File: config.mk
export PLATFORM = sky130hd
export DESIGN_NAME = imm_gen_stage_flat
export DESIGN_NICKNAME = d
export VERILOG_FILES = /design/src/rtl/imm_gen_stage_if.sv /design/src/rtl/imm_gen_stage.sv /design/src/flat_wrapper.sv
export SDC_FILE = /design/constraint.sdc
export NUM_CORES = 1
export LEC_CHECK = 0
export ABC_AREA = 0
export BUFFER_PORTS_ARGS = -buffer_cell sky130_fd_sc_hd__buf_2
export CELL_PAD_IN_SITES_DETAIL_PLACEMENT = 1
export CELL_PAD_IN_SITES_GLOBAL_PLACEMENT = 1
export CORE_ASPECT_RATIO = 0.5
export CORE_MARGIN = 3
export CORE_UTILIZATION = 45
export DETAILED_ROUTE_END_ITERATION = 16
export GPL_TIMING_DRIVEN = 0
export PLACE_DENSITY_LB_ADDON = 0.1
export SLEW_MARGIN = 20
export SYNTH_ARGS = -nofsm -noshare
export SYNTH_HDL_FRONTEND = slang
export SYNTH_SLANG_ARGS = --single-unit
File: constraint.sdc
create_clock -name i_clk -period 5.3 [get_ports i_clk]
set_input_delay 0 -clock i_clk [delete_from_list [all_inputs] [get_ports i_clk]]
set_output_delay 0 -clock i_clk [all_outputs]
set_load 0.02 [all_outputs]
File: src/rtl/imm_gen_stage_if.sv
// Handshake bundle between fetch and the immediate-decode stage.
// The slave side is the stage itself; the master side is the fetch/decode environment.
interface imm_gen_stage_if #(
  parameter int XLEN  = 32,
  parameter int TAG_W = 32
);
  logic             i_valid;
  logic             o_ready;
  logic [31:0]      i_instr;
  logic [TAG_W-1:0] i_tag;
  logic             o_valid;
  logic             i_ready;
  logic [XLEN-1:0]  o_imm;
  logic [2:0]       o_fmt;
  logic             o_illegal;
  logic [31:0]      o_instr;
  logic [TAG_W-1:0] o_tag;
  logic [15:0]      o_illegal_cnt;

  modport slave (
    input  i_valid, i_instr, i_tag, i_ready,
    output o_ready, o_valid, o_imm, o_fmt, o_illegal, o_instr, o_tag, o_illegal_cnt
  );

  modport master (
    output i_valid, i_instr, i_tag, i_ready,
    input  o_ready, o_valid, o_imm, o_fmt, o_illegal, o_instr, o_tag, o_illegal_cnt
  );
endinterface

File: src/rtl/imm_gen_stage.sv
// Registered RV32I/RV64I immediate-decode stage with optional 2-entry skid buffer.
//   state    | meaning
//   EMPTY    | no word held, o_valid low
//   ONE      | output register holds a word
//   FULL2    | output and skid registers both hold words, o_ready low
module imm_gen_stage #(
  parameter int XLEN   = 32,
  parameter int EN_CSR = 1,
  parameter int SKID   = 1,
  parameter int TAG_W  = 32
) (
  input logic          i_clk,
  input logic          i_rst_n,
  imm_gen_stage_if.slave bus
);

  localparam logic [2:0] FMT_R   = 3'd0;
  localparam logic [2:0] FMT_I   = 3'd1;
  localparam logic [2:0] FMT_S   = 3'd2;
  localparam logic [2:0] FMT_B   = 3'd3;
  localparam logic [2:0] FMT_U   = 3'd4;
  localparam logic [2:0] FMT_J   = 3'd5;
  localparam logic [2:0] FMT_Z   = 3'd6;
  localparam logic [2:0] FMT_ILL = 3'd7;

  localparam logic [6:0] OPC_LOAD   = 7'b0000011;
  localparam logic [6:0] OPC_OPIMM  = 7'b0010011;
  localparam logic [6:0] OPC_JALR   = 7'b1100111;
  localparam logic [6:0] OPC_MISC   = 7'b0001111;
  localparam logic [6:0] OPC_STORE  = 7'b0100011;
  localparam logic [6:0] OPC_BRANCH = 7'b1100011;
  localparam logic [6:0] OPC_LUI    = 7'b0110111;
  localparam logic [6:0] OPC_AUIPC  = 7'b0010111;
  localparam logic [6:0] OPC_JAL    = 7'b1101111;
  localparam logic [6:0] OPC_OP     = 7'b0110011;
  localparam logic [6:0] OPC_SYSTEM = 7'b1110011;
  localparam logic [6:0] OPC_OPIMM32 = 7'b0011011;
  localparam logic [6:0] OPC_OP32   = 7'b0111011;

  typedef enum logic [1:0] {
    ST_EMPTY = 2'd0,
    ST_ONE   = 2'd1,
    ST_FULL2 = 2'd2
  } state_t;

  typedef struct packed {
    logic [XLEN-1:0]  imm;
    logic [2:0]       fmt;
    logic [31:0]      instr;
    logic [TAG_W-1:0] tag;
  } rec_t;

  state_t          state_q, state_d;
  rec_t            out_q, skid_q, dec_rec;
  logic [31:0]     ins;
  logic [2:0]      dec_fmt;
  logic [XLEN-1:0] dec_imm;
  logic            xfer_in, xfer_out;
  logic            ld_out_in, ld_out_skid, ld_skid;
  logic [15:0]     ill_cnt_q;

  assign ins = bus.i_instr;

  // Opcodes whose low two bits are not 2'b11 never match, so they fall to ILL.
  always_comb begin
    dec_fmt = FMT_ILL;
    case (ins[6:0])
      OPC_LOAD, OPC_OPIMM, OPC_JALR, OPC_MISC: dec_fmt = FMT_I;
      OPC_STORE:   dec_fmt = FMT_S;
      OPC_BRANCH:  dec_fmt = FMT_B;
      OPC_LUI, OPC_AUIPC: dec_fmt = FMT_U;
      OPC_JAL:     dec_fmt = FMT_J;
      OPC_OP:      dec_fmt = FMT_R;
      OPC_SYSTEM:  dec_fmt = (EN_CSR != 0) ? FMT_Z : FMT_I;
      OPC_OPIMM32: dec_fmt = (XLEN == 64) ? FMT_I : FMT_ILL;
      OPC_OP32:    dec_fmt = (XLEN == 64) ? FMT_R : FMT_ILL;
      default:     dec_fmt = FMT_ILL;
    endcase
  end

  always_comb begin
    dec_imm = '0;
    case (dec_fmt)
      FMT_I: dec_imm = {{(XLEN-11){ins[31]}}, ins[30:20]};
      FMT_S: dec_imm = {{(XLEN-11){ins[31]}}, ins[30:25], ins[11:7]};
      FMT_B: dec_imm = {{(XLEN-12){ins[31]}}, ins[7], ins[30:25], ins[11:8], 1'b0};
      FMT_U: dec_imm = {{(XLEN-31){ins[31]}}, ins[30:12], 12'b0};
      FMT_J: dec_imm = {{(XLEN-20){ins[31]}}, ins[19:12], ins[20], ins[30:21], 1'b0};
      FMT_Z: dec_imm = {{(XLEN-5){1'b0}}, ins[19:15]};
      default: dec_imm = '0;
    endcase
  end

  always_comb begin
    dec_rec.imm   = dec_imm;
    dec_rec.fmt   = dec_fmt;
    dec_rec.instr = ins;
    dec_rec.tag   = bus.i_tag;
  end

  // Without the skid register FULL2 is unreachable: ready then requires i_ready.
  assign bus.o_valid = (state_q != ST_EMPTY);
  assign bus.o_ready = (SKID != 0) ? (state_q != ST_FULL2)
                                   : ((state_q == ST_EMPTY) || bus.i_ready);
  assign xfer_in  = bus.i_valid & bus.o_ready;
  assign xfer_out = bus.o_valid & bus.i_ready;

  always_ff @(posedge i_clk or negedge i_rst_n) begin
    if (!i_rst_n) state_q <= ST_EMPTY;
    else          state_q <= state_d;
  end

  always_comb begin
    state_d     = state_q;
    ld_out_in   = 1'b0;
    ld_out_skid = 1'b0;
    ld_skid     = 1'b0;
    case (state_q)
      ST_EMPTY: begin
        if (xfer_in) begin
          state_d   = ST_ONE;
          ld_out_in = 1'b1;
        end
      end
      ST_ONE: begin
        if (xfer_in && xfer_out) begin
          ld_out_in = 1'b1;
        end else if (xfer_in) begin
          state_d = ST_FULL2;
          ld_skid = 1'b1;
        end else if (xfer_out) begin
          state_d = ST_EMPTY;
        end
      end
      ST_FULL2: begin
        if (xfer_out) begin
          state_d     = ST_ONE;
          ld_out_skid = 1'b1;
        end
      end
      default: state_d = ST_EMPTY;
    endcase
  end

  always_ff @(posedge i_clk or negedge i_rst_n) begin
    if (!i_rst_n) begin
      out_q     <= '0;
      skid_q    <= '0;
      ill_cnt_q <= '0;
    end else begin
      if (ld_out_in)        out_q <= dec_rec;
      else if (ld_out_skid) out_q <= skid_q;
      if (ld_skid)          skid_q <= dec_rec;
      if (xfer_in && (dec_fmt == FMT_ILL) && (ill_cnt_q != 16'hFFFF))
        ill_cnt_q <= ill_cnt_q + 16'd1;
    end
  end

  assign bus.o_imm         = out_q.imm;
  assign bus.o_fmt         = out_q.fmt;
  assign bus.o_illegal     = (out_q.fmt == FMT_ILL);
  assign bus.o_instr       = out_q.instr;
  assign bus.o_tag         = out_q.tag;
  assign bus.o_illegal_cnt = ill_cnt_q;

endmodule

File: src/flat_wrapper.sv
// flat-port wrapper written by rule: the top's interface ports become plain ports
module imm_gen_stage_flat 
#(
  parameter int XLEN   = 32,
  parameter int EN_CSR = 1,
  parameter int SKID   = 1,
  parameter int TAG_W  = 32
)
  (i_clk, i_rst_n, bus_i_valid, bus_i_instr, bus_i_tag, bus_i_ready, bus_o_ready, bus_o_valid, bus_o_imm, bus_o_fmt, bus_o_illegal, bus_o_instr, bus_o_tag, bus_o_illegal_cnt);
  imm_gen_stage_if #(.XLEN(XLEN), .TAG_W(TAG_W)) bus_i ();
  input logic i_clk;
  input logic i_rst_n;
  input wire logic [$bits(bus_i.i_valid)-1:0] bus_i_valid;
  input wire logic [$bits(bus_i.i_instr)-1:0] bus_i_instr;
  input wire logic [$bits(bus_i.i_tag)-1:0] bus_i_tag;
  input wire logic [$bits(bus_i.i_ready)-1:0] bus_i_ready;
  output wire logic [$bits(bus_i.o_ready)-1:0] bus_o_ready;
  output wire logic [$bits(bus_i.o_valid)-1:0] bus_o_valid;
  output wire logic [$bits(bus_i.o_imm)-1:0] bus_o_imm;
  output wire logic [$bits(bus_i.o_fmt)-1:0] bus_o_fmt;
  output wire logic [$bits(bus_i.o_illegal)-1:0] bus_o_illegal;
  output wire logic [$bits(bus_i.o_instr)-1:0] bus_o_instr;
  output wire logic [$bits(bus_i.o_tag)-1:0] bus_o_tag;
  output wire logic [$bits(bus_i.o_illegal_cnt)-1:0] bus_o_illegal_cnt;
  assign bus_i.i_valid = bus_i_valid;
  assign bus_i.i_instr = bus_i_instr;
  assign bus_i.i_tag = bus_i_tag;
  assign bus_i.i_ready = bus_i_ready;
  assign bus_o_ready = bus_i.o_ready;
  assign bus_o_valid = bus_i.o_valid;
  assign bus_o_imm = bus_i.o_imm;
  assign bus_o_fmt = bus_i.o_fmt;
  assign bus_o_illegal = bus_i.o_illegal;
  assign bus_o_instr = bus_i.o_instr;
  assign bus_o_tag = bus_i.o_tag;
  assign bus_o_illegal_cnt = bus_i.o_illegal_cnt;
  imm_gen_stage #(.XLEN(XLEN), .EN_CSR(EN_CSR), .SKID(SKID), .TAG_W(TAG_W)) u_core (.i_clk(i_clk), .i_rst_n(i_rst_n), .bus(bus_i));
endmodule
== After elaboration in Yosys (flattened, before gate mapping) ==
Cells that the tools add are included.

* Bits in registers: 216
* Input port bits: 68
* Word-level logic and storage cells: 66

* Add/subtract/negate cells: 1
* Equality and inequality tests: 27
* Mux-type cells: 17
* Bitwise gates (word level): 2
* Reductions and logical operators: 9

{| class="wikitable"
|+ Operators with widths
! kind !! number
|-
| $mux W99 || 2
|-
| $pmux W32 S6 || 1
|-
| $eq A7 B7 Y1 const B || 4
|-
| $eq A7 B6 Y1 const B || 3
|-
| $pmux W3 S7 || 1
|-
| $add A16 B1 Y16 const B || 1
|-
| $ne A16 B16 Y1 const B || 1
|-
| $eq A3 B3 Y1 const B || 5
|-
| $eq A7 B5 Y1 const B || 2
|-
| $mux W2 || 5
|-
| $eq A7 B2 Y1 const B || 1
|-
| $eq A7 B4 Y1 const B || 1
|-
| $eq A3 B2 Y1 const B || 2
|-
| $mux W1 || 6
|-
| $pmux W2 S3 || 1
|-
| $ne A2 B1 Y1 const B || 2
|-
| $ne A2 B2 Y1 const B || 2
|-
| $reduce_and A4 Y1 || 1
|-
| $reduce_bool A2 Y1 || 2
|-
| $reduce_or A4 Y1 || 1
|-
| $eq A3 B1 Y1 const B || 1
|-
| $logic_and A1 B1 Y1 || 3
|-
| $ne A3 B1 Y1 const B || 1
|-
| $and A1 B1 Y1 || 2
|-
| other kinds (5) || 5
|}

== Depth between registers and ports, before layout ==
* Depth in word-level cells: 6
* Gate-level depth with buffers: 8
* Gate-level depth less buffers: 6

== Worst setup path before layout ==
Ideal clock, no wire load.

* Path kind: register to register
* From: reg u_core.ill_cnt_q[6], in the netlist u_core.bus.o_illegal_cnt[6]
* To: reg u_core.ill_cnt_q[7], in the netlist u_core.bus.o_illegal_cnt[7]
* Arrival: 1753 ps
* Data required time: 5167 ps
* Path slack: 3414 ps
* Cell stages (with the launch flop): 6
* Period minus slack after synthesis: 1886 ps
* Cells stage by stage: dfrtp_1 -> nand4_1 -> or4_4 -> nor3_1 -> and4bb_1 -> xor2_1

* Longest elaborated chain between the ends: 2
* Elaborated cells on any way between the ends: 3

{| class="wikitable"
|+ Ends and longest elaborated chain
! what !! RTL line !! source
|-
| from (decl) || imm_gen_stage.sv:60 || <nowiki>logic [15:0] ill_cnt_q;</nowiki>
|-
| from (signal assigned) || imm_gen_stage.sv:155 || <nowiki>ill_cnt_q <= ill_cnt_q + 16'd1;</nowiki>
|-
| branches (longest 2 deep; another with $add A16 B1 Y16) || n/a ||
|}

Several ways; the timed one is not identified.
A chain may end at the register's enable or synchronous reset.

== Final worst setup path ==
* From: reg u_core.state_q[1]
* To: reg u_core.out_q (netlist bit u_core.bus.o_instr[25])

* Longest elaborated chain between the ends: 6
* Elaborated cells on any way between the ends: 15

{| class="wikitable"
|+ Ends and longest elaborated chain
! what !! RTL line !! source
|-
| from (decl) || imm_gen_stage.sv:53 || <nowiki>state_t state_q, state_d;</nowiki>
|-
| from (signal assigned) || imm_gen_stage.sv:110 || <nowiki>else state_q <= state_d;</nowiki>
|-
| $ne A2 B2 Y1 or $reduce_bool A2 Y1 (tied branches) || imm_gen_stage.sv:103, imm_gen_stage.sv:102 ||
|-
| $and A1 B1 Y1 (on tied branches) || imm_gen_stage.sv:105, imm_gen_stage.sv:106 ||
|-
| $logic_and A1 B1 Y1 || imm_gen_stage.sv:126 || <nowiki>if (xfer_in && xfer_out) begin</nowiki>
|-
| $mux W1 || imm_gen_stage.sv:126 ||
|-
| $pmux W1 S2 || imm_gen_stage.sv:118 || <nowiki>case (state_q)</nowiki>
|-
| $mux W99 or $reduce_bool A2 Y1 (tied branches) || n/a ||
|-
| to (signal assigned) || imm_gen_stage.sv:151 || <nowiki>if (ld_out_in) out_q <= dec_rec;</nowiki>
|-
| to (signal assigned) || imm_gen_stage.sv:152 || <nowiki>else if (ld_out_skid) out_q <= skid_q;</nowiki>
|-
| to (decl) || imm_gen_stage.sv:54 || <nowiki>rec_t out_q, skid_q, dec_rec;</nowiki>
|}

Several ways; a longest one is shown, not always the timed one.

==> results.json <==
{
  "drive_above_1_share_pct": 19.3,
  "fill_cells": 2331,
  "clk_latency_ps": 520,
  "post_cts_resized": 0,
  "r2r_cells": 6,
  "grt_pass1_wl_um": 50700,
  "tns_ps": 0,
  "vias": 8577,
  "cts_root_buf": "clkbuf_16",
  "dp_hpwl_um": 21600,
  "cts-buffers-inserted": 21,
  "synth_largest_area_cell": "dfrtp_1",
  "p_per_area_mw_per_mm2": 434,
  "worst-path-max-fanout": 10,
  "drt_first_pass_iters": 5,
  "rr_startpoint": "u_core.state_q[1]",
  "wl_met2_um": 15100,
  "tightest_slew_ps": 915,
  "critPathCaptureType": "register",
  "grt_max_degree": 86,
  "io_pins": 186,
  "max-clock-path-buffers": 3,
  "dieArea_mm2": 0.0228,
  "place_area_mm2": 0.0107,
  "cp-start-kind": "register",
  "die_w_um": 211,
  "yosys_warnings": 0,
  "synth_commonest_cells": "nand2_1, dfrtp_1, o21ai_0",
  "final_nets": 1319,
  "leakage_nw": 5.94,
  "postCtsSetupRepairBufs": 0,
  "finalMaxSlewViolations": 0,
  "yosysSeqAreaShare_pct": 57.4,
  "htree_levels": 1,
  "synth.distinct_cells": 55,
  "cts_hold_buf": 64,
  "synth_area_per_cell_um2": 9.62,
  "finalSetupViolCount": 0,
  "dieHeight_um": 108,
  "yosys-top-cells-area": "dfrtp_1, nand2_1, mux2i_1",
  "final_area_mm2": 0.0120,
  "fmax_ghz": 0.339,
  "hold_viol": 0,
  "grt_usage_pct": 28.2,
  "synthCells": 978,
  "top_layer": "met4",
  "hp-start": "bus_i_instr[5]",
  "clkTransAtPathRegs_ps": 70,
  "synth_area_mm2": 0.00941,
  "io_buffers": 183,
  "p_total_w": 0.00522,
  "rows": 36,
  "diodes": 0,
  "wl_met3_um": 2390,
  "wirelength_um": 32000,
  "route.detailed.drc": 0,
  "first_global_vias": 9095,
  "vias_per_cell": 5.60,
  "wl_per_cell_um": 20.9,
  "required_ps": 5750,
  "fin_crit_ps": 2950,
  "dpl.cell_count": 1429,
  "max-slew-margin-rel_pct": 38.8,
  "status": "complete, no violations",
  "area_delta_synth_final_pct": 27.8,
  "cts_tree": "yes",
  "synth.most_common_cell": "nand2_1",
  "synth_top_area_share_pct": 57.4,
  "wl_met1_um": 14000,
  "drv_cap": 0,
  "synthArstFlopShare_pct": 100,
  "rsz0062_at_grt": "no",
  "criticalPathCategory": "reg -> reg",
  "synth_edf_count": 0,
  "cp.arrival_ps": 3400,
  "vdd_drop_max_v": 0.000266,
  "coreArea_mm2": 0.0200,
  "syn_nets": 1047,
  "clkSinkCount": 216,
  "drt_iter0_markers": 685,
  "initial_core_util_pct": 47.1,
  "post-route-period-util_pct": 55.7,
  "synth_seq_cells": 216,
  "antenna_found_initial": 0,
  "skew_ps": 16.3,
  "grt-ovfl-total": 0,
  "gp_congestion": 0.851,
  "hold_depth": 4,
  "ys.flop_type": "dfrtp_1",
  "worstSetupStartpoint": "u_core.state_q[1]",
  "drtAntennaViolNets": 0,
  "final_cells": 1531,
  "hold_class": "in -> reg"
}
==> worst paths after layout <==
check / endpoint / slack, ps
worst max register to register: u_core.bus.o_instr[25] / 2350
worst min register to register: u_core.bus.o_instr[31] / 470
min in group asynchronous: u_core.bus.o_instr[18] / 80
worst min-delay path: u_core.skid_q[37] / 40
max in group asynchronous: u_core.skid_q[6] / 4070
worst max-delay path: u_core.bus.o_instr[25] / 2350
==> cell usage in the layout (no fill, tap or decap), types with 3 or more instances in the layout <==
cell and count:
nand2_1 341, and3_1 6, o2bb2ai_1 10, nor2b_1 4
a221o_1 6, clkbuf_16 21, o21ai_0 48, buf_2 197
a21oi_1 46, inv_1 3, a22oi_1 36, and2_1 3
nor2_1 41, clkbuf_8 6, nand2b_1 7, mux2i_1 37
nand4bb_1 3, nand4_1 6, clkinv_2 5, xnor2_1 12
nor3_1 7, dfrtp_1 216, dlygate4sd3_1 64, a22o_1 4
a222oi_1 20, nand3_1 16, clkbuf_1 50
==> per-layer routing <==
layer	global-route usage [%]	up-vias
li1	-	3911
met1	38.7	4362
met2	47.3	261
met3	6.00	43
met4	5.63	0
met5	0	-
==> critical path, stage by stage, from the launching register on <==
cell and delay [ps]:
dfrtp_1 460, nand2b_1 200, nor2_1 710, clkbuf_1 620, clkbuf_1 560, a22oi_1 230
nand2_1 110
==> state kept, by name, summed over array words and instances, names as in the netlist <==
name                      count
u_core.bus.o_instr           32
u_core.state_q                2
u_core.skid_q                99
u_core.bus.o_imm             32
u_core.bus.o_fmt              3
u_core.bus.o_illegal_cnt     16
u_core.bus.o_tag             32
==> cells by family (layout without fill, tap and decap cells) <==
family / after synthesis / in the layout / synth area share [%]
DFF: 216 / 216 / 57.4
and+or+nand+nor: 450 / 450 / 20.0
muxes: 39 / 39 / 4.18
xor gates and xnor gates: 14 / 14 / 1.30
adders and majority gates: 1 / 1 / 0.133
AOI/OAI and AO/OA: 191 / 191 / 14.0
buffers and inverters: 67 / 354 / 2.95
==> where the power goes <==
group          total (W)  switching, W  internal (W)
clock network    0.00149      0.000670      0.000818
registers        0.00239      0.000291       0.00210
logic            0.00133      0.000858      0.000477
==> metrics by stage <==
stage	hold slack [ps]	worst slack [ps]	util, %
after global routing	69.0	2290	60.1
after floorplan	-296	3410	-
after CTS	16.8	2450	60.1
after detailed placement	57.8	2460	53.6
final	41.1	2350	60.1
after global placement	205	478	53.3
==> cell type report <==
type                            instances  area, um^2  share of cell area (%)
Clock inverter                          7        41.3                   0.343
Sequential cell                       216        5410                    44.9
Clock buffer                           31         623                    5.18
Tap cell                              266         333                    2.77
Timing Repair Buffer                  249        1620                    13.5
Buffer                                 64         267                    2.22
Inverter                                3        11.3                  0.0936
Multi-Input combinational cell        695        3730                    31.0
Note: power is estimated with default switching activity, not from simulation.
